--- config.mk ---
export PLATFORM = sky130hd
export DESIGN_NAME = logic_fn_sweeper_flat
export DESIGN_NICKNAME = d
export VERILOG_FILES = /design/src/rtl/logic_fn_sweeper_if.sv /design/src/rtl/logic_fn_sweeper.sv /design/src/flat_wrapper.sv
export SDC_FILE = /design/constraint.sdc
export NUM_CORES = 1
export LEC_CHECK = 0
export CAP_MARGIN = 20
export CORE_ASPECT_RATIO = 0.5
export CORE_MARGIN = 3
export CORE_UTILIZATION = 25
export DETAILED_ROUTE_END_ITERATION = 10
export GPL_ROUTABILITY_DRIVEN = 0
export PLACE_DENSITY_LB_ADDON = 0.15
export SLEW_MARGIN = 25
export SYNTH_ARGS = -nofsm -noshare
export SYNTH_HDL_FRONTEND = slang
export SYNTH_SLANG_ARGS = --single-unit
--- constraint.sdc ---
create_clock -name i_clk -period 2.1 [get_ports i_clk]
set_input_delay 0.63 -clock i_clk [delete_from_list [all_inputs] [get_ports i_clk]]
set_output_delay 0.63 -clock i_clk [all_outputs]
set_load 0.005 [all_outputs]
--- src/rtl/logic_fn_sweeper_if.sv ---
// Bundle of signals between the sweeper, its host and the function under evaluation.
// Latency: none (wires only).
// Backpressure: none; start is level-sampled and ignored while a sweep is in progress.
// The slave modport is the sweeper's view. The master modport is the host and function
// side: it drives start, f_in and expected, and observes the results.
// Macro SWEEP_COMPARE_EN adds expected, err_count and mismatch.
interface logic_fn_sweeper_if;
   logic        start;
   logic        f_in;
   logic [3:0]  abcd;
   logic [15:0] truth;
   logic        busy;
   logic        done;
`ifdef SWEEP_COMPARE_EN
   logic [15:0] expected;
   logic [4:0]  err_count;
   logic        mismatch;

   modport slave  (input  start, f_in, expected,
                   output abcd, truth, busy, done, err_count, mismatch);
   modport master (output start, f_in, expected,
                   input  abcd, truth, busy, done, err_count, mismatch);
`else
   modport slave  (input  start, f_in,
                   output abcd, truth, busy, done);
   modport master (output start, f_in,
                   input  abcd, truth, busy, done);
`endif
endinterface

--- src/rtl/logic_fn_sweeper.sv ---
// Sweeps a 4-input function over all 16 vectors and captures F into a truth table.
// Latency: 16*(SETTLE+1) busy cycles from the accept edge, then a one-cycle done pulse.
// Backpressure: start is accepted only in IDLE; a start seen in RUN or DONE is dropped.
// Ports:
//   i_clk, i_rst : clock and synchronous active-high reset
//   io_sw        : slave side of logic_fn_sweeper_if (start, f_in, abcd, truth, busy, done,
//                  plus expected/err_count/mismatch when SWEEP_COMPARE_EN is defined)
// Parameter SETTLE (0..15) sets the extra hold cycles per vector before F is sampled.
// Macro SWEEP_COMPARE_EN enables the compare stage against a table latched at accept.
module logic_fn_sweeper #(
   parameter int unsigned SETTLE = 1
) (
   input  logic                 i_clk,
   input  logic                 i_rst,
   logic_fn_sweeper_if.slave    io_sw
);

   localparam logic [3:0] SETTLE_C = 4'(SETTLE);

   typedef enum logic [1:0] {
      S_IDLE = 2'd0,
      S_RUN  = 2'd1,
      S_DONE = 2'd2
   } state_t;

   state_t      r_state;
   state_t      w_state_nxt;

   logic [3:0]  r_idx;
   logic [3:0]  r_settle_cnt;
   logic [3:0]  r_abcd;
   logic [15:0] r_truth;
   logic        r_busy;
   logic        r_done;

   logic        w_accept;
   logic        w_sample;
   logic        w_last;

   // ---------------- state register ----------------
   always_ff @(posedge i_clk) begin
      if (i_rst) begin
         r_state <= S_IDLE;
      end else begin
         r_state <= w_state_nxt;
      end
   end

   // ---------------- next state and strobes ----------------
   always_comb begin
      w_state_nxt = r_state;
      w_accept    = 1'b0;
      w_sample    = 1'b0;
      w_last      = 1'b0;
      case (r_state)
         S_IDLE: begin
            if (io_sw.start) begin
               w_accept    = 1'b1;
               w_state_nxt = S_RUN;
            end
         end
         S_RUN: begin
            // F is sampled once the hold count for the current vector has run out.
            if (r_settle_cnt == 4'd0) begin
               w_sample = 1'b1;
               if (r_idx == 4'd15) begin
                  w_last      = 1'b1;
                  w_state_nxt = S_DONE;
               end
            end
         end
         S_DONE: begin
            w_state_nxt = S_IDLE;
         end
         default: begin
            w_state_nxt = S_IDLE;
         end
      endcase
   end

   // ---------------- sweep datapath ----------------
   always_ff @(posedge i_clk) begin
      if (i_rst) begin
         r_idx        <= 4'd0;
         r_settle_cnt <= 4'd0;
         r_abcd       <= 4'd0;
         r_truth      <= 16'd0;
         r_busy       <= 1'b0;
         r_done       <= 1'b0;
      end else begin
         // done is the cycle right after the last sample, so it follows w_last directly.
         r_done <= w_last;
         if (w_accept) begin
            r_busy       <= 1'b1;
            r_idx        <= 4'd0;
            r_abcd       <= 4'd0;
            r_settle_cnt <= SETTLE_C;
            r_truth      <= 16'd0;
         end else if (r_state == S_RUN) begin
            if (!w_sample) begin
               r_settle_cnt <= r_settle_cnt - 4'd1;
            end else begin
               r_truth[r_idx] <= io_sw.f_in;
               if (w_last) begin
                  r_busy <= 1'b0;
               end else begin
                  // abcd moves together with idx so the function sees a clean registered step.
                  r_idx        <= r_idx + 4'd1;
                  r_abcd       <= r_idx + 4'd1;
                  r_settle_cnt <= SETTLE_C;
               end
            end
         end
      end
   end

   assign io_sw.abcd  = r_abcd;
   assign io_sw.truth = r_truth;
   assign io_sw.busy  = r_busy;
   assign io_sw.done  = r_done;

`ifdef SWEEP_COMPARE_EN
   // ---------------- compare stage ----------------
   logic [15:0] r_expected;
   logic [4:0]  r_err_count;
   logic        r_mismatch;
   logic [4:0]  w_err_nxt;

   assign w_err_nxt = r_err_count + {4'd0, (io_sw.f_in != r_expected[r_idx])};

   always_ff @(posedge i_clk) begin
      if (i_rst) begin
         r_expected  <= 16'd0;
         r_err_count <= 5'd0;
         r_mismatch  <= 1'b0;
      end else if (w_accept) begin
         r_expected  <= io_sw.expected;
         r_err_count <= 5'd0;
         r_mismatch  <= 1'b0;
      end else if (w_sample) begin
         // mismatch tracks the updated count so both are final on the done cycle.
         r_err_count <= w_err_nxt;
         r_mismatch  <= (w_err_nxt != 5'd0);
      end
   end

   assign io_sw.err_count = r_err_count;
   assign io_sw.mismatch  = r_mismatch;
`endif

endmodule

--- src/flat_wrapper.sv ---
// flat-port wrapper written by rule: the top's interface ports become plain ports
module logic_fn_sweeper_flat 
#(
   parameter int unsigned SETTLE = 1
)
  (i_clk, i_rst, io_sw_start, io_sw_f_in, io_sw_abcd, io_sw_truth, io_sw_busy, io_sw_done);
  logic_fn_sweeper_if io_sw_i ();
  input  logic i_clk;
  input  logic i_rst;
  input wire logic [$bits(io_sw_i.start)-1:0] io_sw_start;
  input wire logic [$bits(io_sw_i.f_in)-1:0] io_sw_f_in;
  output wire logic [$bits(io_sw_i.abcd)-1:0] io_sw_abcd;
  output wire logic [$bits(io_sw_i.truth)-1:0] io_sw_truth;
  output wire logic [$bits(io_sw_i.busy)-1:0] io_sw_busy;
  output wire logic [$bits(io_sw_i.done)-1:0] io_sw_done;
  assign io_sw_i.start = io_sw_start;
  assign io_sw_i.f_in = io_sw_f_in;
  assign io_sw_abcd = io_sw_i.abcd;
  assign io_sw_truth = io_sw_i.truth;
  assign io_sw_busy = io_sw_i.busy;
  assign io_sw_done = io_sw_i.done;
  logic_fn_sweeper #(.SETTLE(SETTLE)) u_core (.i_clk(i_clk), .i_rst(i_rst), .io_sw(io_sw_i));
endmodule
* Yosys cells after proc, flatten, opt, wreduce, memory -nomap -nowiden *
Cells that the tools add are included.

cells by class
  add/sub/neg operators = 2
  multiply operators = 0
  divide/modulo/power cells = 0
  magnitude comparators = 2
  eq/ne operators = 7
  shift operators = 0
  muxes and demuxes = 22
  bitwise logic cells = 1
  reductions and logical operators = 13

operators with widths
  cell                                                                           count
  16-bit bitwise mux                                                             1
  1-bit 2-to-1 mux                                                               14
  3-bit AND reduction                                                            3
  4-bit 2-to-1 mux                                                               2
  2-bit 2-to-1 mux                                                               3
  2-bit AND reduction                                                            3
  2-bit nonzero test                                                             3
  4-bit by 5-bit less-than comparator with 1-bit output (second input constant)  1
  4-bit by 1-bit adder with 4-bit output (second input constant)                 1
  1-bit demux with 4-bit select                                                  1
  4-bit equality test (second input constant)                                    1
  4-bit by 1-bit >= comparator with 1-bit output (second input constant)         1
  4-bit logical NOT                                                              1
  2-bit by 1-bit inequality test with 1-bit output (second input constant)       2
  2-bit inequality test (second input constant)                                  2
  2-bit one-hot mux with 2 select lines                                          1
  4-bit by 1-bit subtractor with 4-bit output (second input constant)            1
  3-bit by 2-bit inequality test with 1-bit output (second input constant)       1
  2-bit by 1-bit equality test with 1-bit output (second input constant)         1
  2-bit logical NOT                                                              1
  2-bit OR reduction                                                             1
  1-bit logical AND                                                              1
  1-bit NOT                                                                      1

word-level totals
  bits in registers = 28
  bits in latches = 0
  bits in writable memories = 0
  bits in read-only memories = 0
  input bits = 4
  logic and storage cells = 54
  memories = 0

* Longest topological paths before layout *
Gate-level depths: netlist (run 1).

  word-level depth = 8
  mapped depth = 6
  depth with buffers taken out = 5

* Worst setup path before layout (run 1) *
No wires, ideal clock.

  kind = input-to-reg
  start = in io_sw_start
  end = reg u_core.r_truth[15] (netlist: u_core.io_sw.truth[15])
  setup time = 121 ps
  data arrival time = 1524 ps
  required time = 1979 ps
  path slack = 454 ps
  stages = 5
  buffers on the path = 2
  cells stage by stage = or3b_2 > clkbuf_1 > nand3_2 > buf_4 > mux2i_1

on the way
  longest elaborated chain between the ends = 3

RTL lines
  item                             RTL line                 source
  from (decl)                      flat_wrapper.sv:10       input wire logic [$bits(io_sw_i.start)-1:0] io_sw_start;
  1-bit 2-to-1 mux                 logic_fn_sweeper.sv:57   if (io_sw.start) begin
  1-bit 2-to-1 mux                 logic_fn_sweeper.sv:55   case (r_state)
  2-bit OR reduction (no line)     -
  to (signal, indexed assignment)  logic_fn_sweeper.sv:103  r_truth[r_idx] <= io_sw.f_in;
  to (decl)                        logic_fn_sweeper.sv:32   logic [15:0] r_truth;

No other way between the ends.
A chain may end at the register's enable or synchronous reset.

==> results of run 1 <==
state kept, by name, indices dropped and copies added (netlist names):
| register | count |
|---|---|
| u_core.io_sw.busy | 1 |
| u_core.io_sw.done | 1 |
| u_core.r_idx | 4 |
| u_core.r_settle_cnt | 4 |
| u_core.io_sw.truth | 16 |
| u_core.r_state | 2 |
cells in the mapped netlist (2+ instances only):
cell      count
nor2b_1       2
nand2_1       5
inv_1         6
buf_2         3
ha_1          5
and4bb_2      2
o21ai_0       2
buf_4         2
nand3_1      32
o31ai_1       3
mux2i_1      17
a21oi_1       5
clkbuf_1      3
nand4b_1      2
and3_1        2
a31oi_1       2
nor2_1        2
or3_1         2
dfxtp_1      28
metrics by stage:
step / hold slack [ns] / total power, mW / setup TNS (ns) / std cells / area, um^2
3_3_place_gp: 0.459 / 0.681 / -0.0786 / 232 / 1660
3_5_place_dp: 0.464 / 0.682 / -0.166 / 232 / 1660
4_1_cts: 0.478 / 1.02 / 0 / 236 / 1720
6_report: 0.472 / 1.00 / 0 / 236 / 1720
2_1_floorplan: 0.466 / 0.644 / 0 / 142 / 1340
5_1_grt: 0.496 / 1.06 / 0 / 236 / 1720
power by group through the flow:
stage	combinational, mW	clock, mW	sequential (mW)
4_1_cts	0.121	0.354	0.549
2_1_floorplan	0.0856	0	0.558
3_3_place_gp	0.120	0	0.561
5_1_grt	0.136	0.376	0.551
6_report	0.120	0.335	0.549
3_5_place_dp	0.121	0	0.561
layout make-up:
| class | instances | area, um^2 | area share, % |
|---|---|---|---|
| multi-input cells | 99 | 713 | 41.5 |
| flip-flops and latches | 28 | 561 | 32.6 |
| repair buffers | 29 | 280 | 16.3 |
| well taps | 70 | 87.6 | 5.09 |
| clock buffers | 4 | 55.1 | 3.20 |
| inverters | 6 | 22.5 | 1.31 |
worst paths after layout:
kind                            depth (start not counted)                    end  slack (ns)
worst max register to register                          5        u_core.r_idx[0]        0.39
worst min register to register                          2  u_core.io_sw.truth[1]        0.47
worst max-delay path                                    1          io_sw_abcd[2]        0.16
worst min-delay path                                    2  u_core.io_sw.truth[1]        0.47
kinds of logic after synthesis:
kind of cell	Yosys count	share of synthesized area [%]
AO/OA/AOI/OAI	15	7.09
adder cells (fa/ha/maj)	5	4.66
buffers and inverters	15	5.04
flip-flops	28	41.8
multiplexers	17	12.7
AND/OR/NAND/NOR	62	28.7
routing by layer:
layer / routed length (um) / share of wire [%]
met3: 86 / 2.8
met5: 0 / 0
met2: 1380 / 45
met4: 23 / 0.75
met1: 1590 / 52
==> results.toml, run 1 <==
[global_route]
grt_use_met2_pct = 16.9
grt_max_degree = 20
busiest_layer = "met2"
globalRouteMet3Util_pct = 3.00
antenna_found_initial = 0
grt_pass1_wl_um = 5320
grt.met1_usage_pct = 14.4
grt_pass1_vias = 1115
gr-total-overflow = 0
grt_usage_pct = 10.6

[cts]
clk-insertion-delay-late_ns = 0.27
cts-resized-gates = 0
cts_tree = "built"
clk_pin_slew_worst_paths_ns = 0.09
holdBufCountCts = 0
root_buffer = "clkbuf_8"
htree_levels = 1
cts_sinks = 28
numCtsBuffers = 3
post_cts_buffers = 0
cts_max_path_buffers = 2

[yosys]
synth_largest_area_cell = "dfxtp_1"
syn_nets = 151
synth-async-reset-ratio_pct = 0
synth_cell_type_count = 36
synth_ff_type = "dfxtp_1"
syn_inst = 142
synthesis.area_mm2 = 0.00134
yosys_warnings = 0
synth_top_area_share_pct = 41.8
synth_seq_cells = 28
synthTopCellsByArea = "dfxtp_1 (42%), mux2i_1 (13%), nand3_1 (12%)"
seq_area_frac_synth_pct = 41.8
synth-edff-count = 0
syn_avg_cell_area_um2 = 9.45

[hold_path]
worstHoldStart = "u_core.io_sw.truth[1]"
hold_path.class = "reg2reg"

[place]
dp_hpwl_um = 2180
dp_slack_ns = -0.0198
io_buffer_count = 25

[layout]
layout_commonest_cell = "nand3_1"
drive_gt1_share_pct = 10.2
nets = 176
diodes = 0
layout_common_cells = "nand3_1 (32), dfxtp_1 (28), clkdlybuf4s50_1 (25)"
final_util_pct = 34.1
area_delta_synth_final_pct = 28.2
fill_cells = 549

[detailed_routing]
vias = 1099
dr.pass1.iters = 4
post_drt_wl_per_cell_um = 13.0
drt_iter0_markers = 16
drc = 0
finalWirelength_um = 3080
routed_via_density = 4.66
antenna_left = 0

[critical_path]
critPathBufInv = 1
critPathLaunch = "u_core.r_idx[2]"
worstPathArrival_ns = 1.31
crit_fanout = 9
start_kind = "flip-flop"
crit_path_end_kind = "primary output"
critPathTopFamily = "buffers and inverters"
crit_required_ns = 1.47
r2r_start = "u_core.r_settle_cnt[0]"
critPathKind = "reg2out"
max_stage_delay_ns = 0.56
cpMaxStageDelayCell = "clkdlybuf4s50_1"
path_cells = "clkdlybuf4s50_1"

[die]
dieWidth_um = 110
die_h_um = 57.8
rows = 18
start_util_pct = 26.6
io_pins = 26
core_mm2 = 0.00504
dieArea_mm2 = 0.00633

[power]
p_seq_share_pct = 54.7
switching_power_uw = 247
clockPowerShare_pct = 33.4
p_sw_share_pct = 24.6
ir_worst_vdd_mv = 0.271
power_density_mw_per_mm2 = 584
power.share.combinational_pct = 11.9
leakage_nw = 0.685
p_int_uw = 757

[timing]
max_freq_mhz = 517
fin_crit_ns = 1.94
worst_pin_slew_ns = 0.650
report.final.slew_viol_count = 0
rsz0062_at_grt = "no"
fin_crit_sh_pct = 92.2
setup_viol = 0
finClkSkew_ns = 0.00312
slew_headroom_pct = 56.0
setup_slack_ns = 0.164
hold_viol = 0

[flow_run]
maxCapViolations = 0

[status]
status = "complete, no violations"
(Power assumes the default switching activity.)
==> run 2, diff against run 1 <==
--- a/config.mk
+++ b/config.mk
@@ -16,3 +16,4 @@
 export SYNTH_ARGS = -nofsm -noshare
 export SYNTH_HDL_FRONTEND = slang
 export SYNTH_SLANG_ARGS = --single-unit
+export TNS_END_PERCENT = 1
==> results of run 2 <==
Final layout, timing and power as in run 1 (identical DEF).
==> run 3, diff against run 2 <==
--- a/config.mk
+++ b/config.mk
@@ -5,7 +5,6 @@
 export SDC_FILE = /design/constraint.sdc
 export NUM_CORES = 1
 export LEC_CHECK = 0
-export CAP_MARGIN = 20
 export CORE_ASPECT_RATIO = 0.5
 export CORE_MARGIN = 3
 export CORE_UTILIZATION = 25
==> results of run 3 <==
Final layout, timing and power as in run 1 (identical DEF).
==> RTL edit, RTL diff (flow settings as in run 1) <==
Re-encode `state_t` (3 states) as one-hot, 3 bits wide.
--- a/src/rtl/logic_fn_sweeper.sv
+++ b/src/rtl/logic_fn_sweeper.sv
@@ -17,10 +17,10 @@
 
    localparam logic [3:0] SETTLE_C = 4'(SETTLE);
 
-   typedef enum logic [1:0] {
-      S_IDLE = 2'd0,
-      S_RUN  = 2'd1,
-      S_DONE = 2'd2
+   typedef enum logic [2:0] {
+      S_IDLE = 3'b001,
+      S_RUN  = 3'b010,
+      S_DONE = 3'b100
    } state_t;
 
    state_t      r_state;
Formal check against the unedited RTL: same outputs for any inputs over 10 cycles, from zero or initial values and one cycle with i_rst high; not proved beyond that.
==> RTL edit against run 1 <==
- worst setup slack worse by 7.7 ps
- combinational power down 9%
- critical path depth unchanged
- power up 34%
- synthesized area up 7.7%
- cell count up 4.7%
- routed wire length up 15%
- cell area up 11%
- clock skew up 1.1 ps
- first-iteration DRC count rose to 2.8 times the old value
- sequential cell count up 1
- die area up 7.1%
==> RTL edit: results (changes against run 1) <==
- Clock Skew: 4.25 ps (was 3.12 ps)
- WP data arrival: 1310 ps (about the same)
- First-pass GRT wire length: 6.02 mm (was 5.32 mm)
- Commonest cells in the netlist: dfxtp_1, nand4_1, mux2i_1, nand3b_1, a21oi_1 (was nand3_1, dfxtp_1, mux2i_1, inv_1)
- Run status: finished clean (unchanged)
- Critical path origin: u_core.r_idx[2] (unchanged)
- Synth unique cells: 32 (was 36)
- Placed Cells: 239 (was 232)
- Largest net degree at the start of global routing: 25 (was 20)
- Max reg flops: 16 (unchanged)
- Worst setup path end: io_sw_abcd[2] (unchanged)
- Max_slew headroom: 74.1% (was 56.0%)
- Max-cap viol count: 0 (unchanged)
- Seq/Total Area, Yosys: 40.2% (was 41.8%)
- Layout Nets: 185 (was 176)
- Post-CTS Resized: 0 (unchanged)
- Avg WL per Cell: 14.4 um (was 13.0 um)
- Worst skew pair latency: 270 ps (about the same)
- 1st-pass router iterations: 4 (unchanged)
- Hold Path Class: reg2reg (unchanged)
- H-tree depth reported by CTS: 2 (was 1)
- Total GRT Usage: 11.3% (was 10.6%)
- Hold Path Cell Cnt: 2 (unchanged)
- TritonCTS Buffers: 5 (was 3)
- DP Area: 0.00178 mm^2 (was 0.00166 mm^2)
- Hold_sp: u_core.io_sw.truth[15] (was u_core.io_sw.truth[1])
- Clock root buffer: clkbuf_16 (was clkbuf_8)
- Max Fanout on Critical Path: 9 (unchanged)
- Leak: 0.720 nW (was 0.685 nW)
- Number of diodes: 0 (unchanged)
- Hold_ws: 472 ps (about the same)
- Number of global-route vias before repair: 1252 (was 1115)
- Slowest stage delay, CP: 570 ps
- IO buf count: 25 (unchanged)
- Setup Fix Bufs, Post-CTS: 0 (unchanged)
- Clk slew on worst S/H paths: 50 ps (was 90 ps)
- Total number of yosys warnings: 0 (unchanged)
- Initial antenna violation count: 0 (unchanged)
- Ys async rst share: 0% (unchanged)
- Vias per inst: 4.89 (was 4.66)
- Post-synth net total: 157 (was 151)
- Fillers: 541 (was 549)
- Mean Syn Cell Area: 9.76 um^2 (was 9.45 um^2)
- HPWL Detailed: 2.37 mm (was 2.18 mm)
- Endpoint of the worst hold path: u_core.io_sw.truth[15] (was u_core.io_sw.truth[1])
- Main area contributors after synthesis: dfxtp_1, mux2i_1, nand3b_1 (was dfxtp_1, mux2i_1, nand3_1)
- Worst r2r dst: u_core.r_idx[3] (was u_core.r_idx[0])
- Cell family with most CP delay: buffers and inverters (unchanged)
- VDD IR max: 0.257 mV (was 0.271 mV)
- FF-to-FF setup slack: 360 ps (was 390 ps)
- Dominant synthesized flop cell: dfxtp_1 (unchanged)
- Net Sw Power: 0.301 mW (was 0.247 mW)
- Reg2reg start: u_core.r_settle_cnt[0] (unchanged)
- Post-route insts no fill: 247 (was 236)
- Ratio of cells with drive above 1 in the final layout: 9.04% (was 10.2%)
- Slowest cell on crit path: clkdlybuf4s50_1 (unchanged)
- Max clock buf depth: 2 (unchanged)
- DR iter-0 viols: 44 (was 16)
- Reg2reg path depth: 5 (unchanged)
==> RTL edit: cell types whose count changed after synthesis, moves of 3 or more <==
cell / delta
nand3_1: -28
nand4_1: +18
nand3b_1: +16
a21oi_1: +3
buf_2: +3
nand2_1: -3
nor3b_1: +3
==> RTL edit: cell type report <==
type                       count  area share [%]
multi-input combinational    103            41.2
tap                           70            4.57
sequential                    29            30.3
timing repair buffer          32            15.8
clock buffer                   8            7.12
inverter                       5           0.980
==> RTL edit: power by group through the flow <==
stage	Sequential (mW)	Combinational (mW)	Clock (mW)
6_report	0.566	0.109	0.667
5_1_grt	0.566	0.120	0.710
4_1_cts	0.566	0.109	0.684
3_5_place_dp	0.577	0.108	0
3_3_place_gp	0.577	0.106	0
2_1_floorplan	0.575	0.0734	0
==> RTL edit: cell families (layout without fill, tap and decap cells) <==
| group | after synthesis | count (layout) | synth area share [%] |
|---|---|---|---|
| AND/OR/NAND/NOR | 63 | 63 | 30.7 |
| flip-flops | 29 | 29 | 40.2 |
| AO/OA/AOI/OAI | 18 | 18 | 7.79 |
| multiplexers | 17 | 17 | 11.8 |
| buffers and inverters | 16 | 45 | 5.19 |
| adder cells (fa/ha/maj) | 5 | 5 | 4.33 |
==> RTL edit: stage by stage <==
step,setup WS (ps),power (mW),utilization (%)
after floorplan,521,0.648,-
after global placement,159,0.683,33.9
after detailed placement,126,0.685,33.9
after CTS,127,1.36,36.5
after global routing,60.9,1.40,36.5
final,156,1.34,36.5
==> RTL edit: metal layers <==
layer | up-vias | track usage [%] | routed length (um)
met5 | - | 0 | 0
met4 | 0 | 5.48 | 69
met3 | 8 | 3.03 | 93
met2 | 17 | 16.2 | 1480
met1 | 562 | 15.7 | 1910
li1 | 621 | - | -
